File: src/rtl/prog_rom_loader.sv
// ---------------------------------------------------------------------------
// prog_rom_loader
//   Program memory for the RSSB core: a DEPTH x WIDTH array with a streaming
//   load port (boot/test loader side), a registered read port (datapath
//   side) and a hardware clear sequence that zeroes every word after reset.
//
// Ports
//   clk, rst     : single clock, synchronous active-high reset
//   load_start   : begin a load (accepted only in IDLE)
//   load_valid   : load_data valid this cycle
//   load_data    : word written at the current load pointer
//   load_last    : accepted word is the final one of the load
//   load_ready   : load word accepted this cycle (LOAD state only)
//   load_done    : one-cycle pulse on the first IDLE cycle after a load
//   load_count   : words written by the current / most recent load
//   rd_en        : read request (serviced only in IDLE)
//   rd_addr      : read address
//   rd_data      : registered read data (1-cycle latency)
//   rd_valid     : rd_data updated by the read of the previous cycle
//   mem_ready    : core may fetch (IDLE only)
// ---------------------------------------------------------------------------
module prog_rom_loader #(
   parameter  int WIDTH = 8,
   parameter  int DEPTH = 256,
   localparam int AW    = $clog2(DEPTH)
) (
   input  logic             clk,
   input  logic             rst,
   input  logic             load_start,
   input  logic             load_valid,
   input  logic [WIDTH-1:0] load_data,
   input  logic             load_last,
   output logic             load_ready,
   output logic             load_done,
   output logic [AW:0]      load_count,
   input  logic             rd_en,
   input  logic [AW-1:0]    rd_addr,
   output logic [WIDTH-1:0] rd_data,
   output logic             rd_valid,
   output logic             mem_ready
);

   typedef enum logic [1:0] {S_CLEAR, S_IDLE, S_LOAD} state_t;

   localparam logic [AW-1:0] LAST_ADDR = AW'(DEPTH - 1);

   state_t             r_state;
   state_t             w_next_state;
   logic [AW-1:0]      r_clr_ptr;
   logic [AW-1:0]      r_ld_ptr;
   logic [AW:0]        r_load_count;
   logic [WIDTH-1:0]   r_rd_data;
   logic               r_rd_valid;
   logic               r_load_done;
   logic [WIDTH-1:0]   r_mem [DEPTH];

   logic               w_clr_we;
   logic               w_clr_end;
   logic               w_accept;
   logic               w_ld_end;
   logic               w_rd_fire;
   logic               w_rd_in_range;

   assign w_clr_we      = (r_state == S_CLEAR);
   assign w_clr_end     = w_clr_we && (r_clr_ptr == LAST_ADDR);
   assign w_accept      = (r_state == S_LOAD) && load_valid;
   // A load terminates on an explicit last word or on the top address,
   // whichever arrives first, so the pointer never wraps onto old data.
   assign w_ld_end      = w_accept && (load_last || (r_ld_ptr == LAST_ADDR));
   assign w_rd_fire     = (r_state == S_IDLE) && rd_en;
   // Only reachable out of range when DEPTH is not a power of two.
   assign w_rd_in_range = ({1'b0, rd_addr} < (AW + 1)'(DEPTH));

   // Status outputs are forced low while rst is asserted, whatever the
   // state register still holds during that cycle.
   assign load_ready = (r_state == S_LOAD) && !rst;
   assign mem_ready  = (r_state == S_IDLE) && !rst;
   assign load_done  = r_load_done;
   assign load_count = r_load_count;
   assign rd_data    = r_rd_data;
   assign rd_valid   = r_rd_valid;

   always_comb begin
      w_next_state = r_state;
      case (r_state)
         S_CLEAR: if (w_clr_end)  w_next_state = S_IDLE;
         S_IDLE:  if (load_start) w_next_state = S_LOAD;
         S_LOAD:  if (w_ld_end)   w_next_state = S_IDLE;
         default:                 w_next_state = S_CLEAR;
      endcase
   end

   always_ff @(posedge clk) begin
      if (rst) begin
         r_state      <= S_CLEAR;
         r_clr_ptr    <= '0;
         r_ld_ptr     <= '0;
         r_load_count <= '0;
         r_rd_data    <= '0;
         r_rd_valid   <= 1'b0;
         r_load_done  <= 1'b0;
      end else begin
         r_state     <= w_next_state;
         r_load_done <= w_ld_end;
         r_rd_valid  <= w_rd_fire;
         if (w_rd_fire)
            r_rd_data <= w_rd_in_range ? r_mem[rd_addr] : '0;
         if (w_clr_we)
            r_clr_ptr <= r_clr_ptr + 1'b1;
         if ((r_state == S_IDLE) && load_start) begin
            r_ld_ptr     <= '0;
            r_load_count <= '0;
         end else if (w_accept) begin
            r_ld_ptr     <= r_ld_ptr + 1'b1;
            r_load_count <= r_load_count + 1'b1;
         end
      end
   end

   // Storage has no reset of its own; the CLEAR sequence zeroes it.
   always_ff @(posedge clk) begin
      if (!rst) begin
         if (w_clr_we)
            r_mem[r_clr_ptr] <= '0;
         else if (w_accept)
            r_mem[r_ld_ptr] <= load_data;
      end
   end

endmodule

File: config.mk
export PLATFORM = sky130hd
export DESIGN_NAME = prog_rom_loader
export DESIGN_NICKNAME = d
export VERILOG_FILES = /design/src/rtl/prog_rom_loader.sv
export SDC_FILE = /design/constraint.sdc
export NUM_CORES = 2
export LEC_CHECK = 0
export CORE_ASPECT_RATIO = 0.5
export CORE_MARGIN = 2
export CORE_UTILIZATION = 57
export DETAILED_ROUTE_END_ITERATION = 8
export GPL_ROUTABILITY_DRIVEN = 1
export HOLD_SLACK_MARGIN = 0.05
export PLACE_DENSITY = 0.74
export SLEW_MARGIN = 40
export SYNTH_ARGS = -nofsm -noshare
export SYNTH_HDL_FRONTEND = slang
export SYNTH_SLANG_ARGS = --single-unit
File: constraint.sdc
create_clock -name clk -period 6.5 [get_ports clk]
set_input_delay 1.3 -clock clk [delete_from_list [all_inputs] [get_ports clk]]
set_output_delay 1.3 -clock clk [all_outputs]
set_load 0.005 [all_outputs]
==> impl_metrics.json <==
{
  "arrival_ns": 5.44,
  "synth_edf_count": 2048,
  "synthCells": 4097,
  "leakage_uw": 0.0327,
  "area_delta_synth_final_pct": 10.4,
  "cp-start-kind": "input port",
  "max-vdd-ir-drop_mv": 0.299,
  "ys_seq_elements": 2085,
  "portBuffers": 42,
  "post-cts-setup-buffers": 0,
  "h-tree-depth": 4,
  "outcome": "completed",
  "initial_core_util_pct": 57.2,
  "synthFlopType": "edfxtp_1",
  "most-common-layout-cells": "2048 x edfxtp_1, 396 x mux4_2, 271 x nor2_1",
  "hold_class": "reg -> reg",
  "cap_violations": 0,
  "grt_overflow": 0,
  "drive_gt1_share_pct": 19.7,
  "period_minus_slack_ns": 4.73,
  "fin_tns_setup_ns": 0,
  "ys_async_sr_fraction_pct": 0,
  "vias": 43100,
  "dieWidth_microns": 539,
  "nets": 4205,
  "required_ns": 7.20,
  "gp_congestion": 0.946,
  "dieArea_sq_um": 146000,
  "fin_worst_skew_ns": 0.0306,
  "die_h_microns": 271,
  "yosysTopAreaCellShare_pct": 75.5,
  "postSynthNetCount": 4122,
  "setup_viol": 0,
  "ys_seq_area_share_pct": 76.4,
  "path_clk_slew_ns": 0.07,
  "slew_violations": 0,
  "clock_path_buffers": 3,
  "grt_setup_unrepaired": "no",
  "core_area_sq_um": 142000,
  "routedWlPerCell_microns": 35.1,
  "ctsHoldBuffers": 0,
  "worst_pin_slew_ns": 0.950,
  "end_kind": "flop",
  "period_share_pct": 72.8,
  "wirelength_microns": 218000,
  "synthTopCellsByArea": "edfxtp_1 76%, mux4_2 11%, mux2i_1 3.3%, nor2_1 1.4%, dfxtp_1 0.91%",
  "critPathMaxFanout": 13,
  "drc_errors": 0,
  "cts_root_buffer": "clkbuf_16",
  "hpwl_microns": 137000,
  "grt_first_pass_wirelength_microns": 309000,
  "max_freq_mhz": 211,
  "clock-sinks": 2085,
  "powerDensity_nw_per_um2": 287,
  "cts_buffers": 173,
  "final_hold_viol_count": 0,
  "cts_resized": 0,
  "antenna_found_initial": 11,
  "place_ws_ns": 1.09,
  "clk_latency_ns": 0.82,
  "viasPerCell": 6.93,
  "netlist_area_sq_um": 81400,
  "yosys_warnings": 0,
  "synth_cell_types": 60,
  "fin_ws_ns": 1.77,
  "ant_nets": 0,
  "syn_avg_cell_area_sq_um": 19.9,
  "grt_usage_pct": 29.9,
  "tritoncts": "done",
  "layout_commonest_cell": "edfxtp_1",
  "drt_iter0_drc": 7516,
  "crit_type": "in -> reg",
  "io_pins": 43,
  "relSlewSlack_pct": 36.5,
  "dr.pass1.iters": 6,
  "yosysTopAreaCell": "edfxtp_1",
  "grt_max_degree": 157,
  "grt_pass1_vias": 41800,
  "rows": 98
}
## report_power, final
part | internal [uW] | switching, uW | total (uW)
sequential | 14500 | 5.65 | 14500
combinational | 249 | 527 | 775
clock | 5690 | 4770 | 10500
## per-layer routing
layer | GRT usage, % | wire, microns | up-vias
li1 | - | - | 17000
met1 | 42.2 | 80700 | 22300
met2 | 44.7 | 98300 | 3255
met3 | 9.07 | 30400 | 451
met4 | 11.1 | 8500 | 6
met5 | 0 | 41 | -
## worst paths after layout
| path | startpoint | endpoint | slack, ns | depth (start not counted) |
|---|---|---|---|---|
| worst min register to register | load_count[1] | load_count[1] | 0.53 | 2 |
| worst max register to register | r_state[1] | r_mem[18][1] | 2.60 | 8 |
| worst min-delay path | load_count[1] | load_count[1] | 0.53 | 2 |
| worst max-delay path | rd_addr[3] | rd_data[3] | 1.77 | 8 |
## sequential cells by signal, summed over array words and instances, names as in the netlist
signal / count
load_done: 1
load_count: 9
r_state: 2
rd_valid: 1
rd_data: 8
r_ld_ptr: 8
r_clr_ptr: 8
r_mem: 2048
## kinds of logic (layout without fill, tap and decap cells)
logic type / after synthesis / in the layout / synth area share [%]
other: 0 / 1 / 0
xor gates and xnor gates: 20 / 20 / 0.215
DFF: 2085 / 2085 / 76.4
AOI/OAI and AO/OA: 413 / 413 / 3.54
buffers and inverters: 252 / 469 / 1.90
muxes: 666 / 666 / 14.3
and+or+nand+nor: 658 / 658 / 3.60
adders and majority gates: 3 / 3 / 0.0461
## synth_stat cells (5+ instances only)
cell type and instances:
nor3_1 42, clkbuf_1 108, buf_6 46, nand2_1 130, mux2i_1 267, a22oi_1 69
edfxtp_1 2048, o21ai_0 40, a21oi_1 51, dfxtp_1 37, nand2b_1 7, nor2_1 310
o22ai_1 81, buf_2 57, mux4_2 396, a311oi_1 9, buf_4 23, o31ai_1 5
nor4_1 8, nor2b_1 5, xor2_1 17, or3_1 9, nand4_1 17, a211oi_1 36
buf_1 7, and3_1 8, o221ai_1 61, a31oi_1 15, nand3b_1 20, o21ai_1 7
a2111oi_0 11, and2_1 26, nand3_1 63
## per-stage QoR
step | power (uW) | hold WS [ns] | util (%) | instance area [sq um] | std cells
4_1_cts | 25800 | 0.523 | 63.1 | 89800 | 6213
6_report | 25800 | 0.525 | 63.1 | 89900 | 6215
2_1_floorplan | 15300 | 0.461 | - | 81400 | 4097
3_5_place_dp | 15600 | 0.510 | 59.1 | 84200 | 5904
5_1_grt | 26300 | 0.567 | 63.1 | 89900 | 6215
3_3_place_gp | 15600 | 0.495 | 58.9 | 83900 | 5895
## area by class of cell
type,instances,area (sq um)
flip-flops and latches,2085,62200
fillers,9317,52500
multi-input cells,1760,17900
clock buffers,209,4590
well taps,1900,2380
repair buffers,156,1720
clock inverters,100,996
inverters,4,17.5
diodes,1,2.50
## worst max-delay path, cell delays in order
cell and delay [ns]:
clkdlybuf4s50_1 0.78, nor3_4 0.86, nand2_1 0.78, a21oi_1 0.85, a31oi_1 0.28, nand3_1 0.16
or3_1 0.30, nand3_1 0.11
Note: power is estimated with default switching activity, not from simulation.
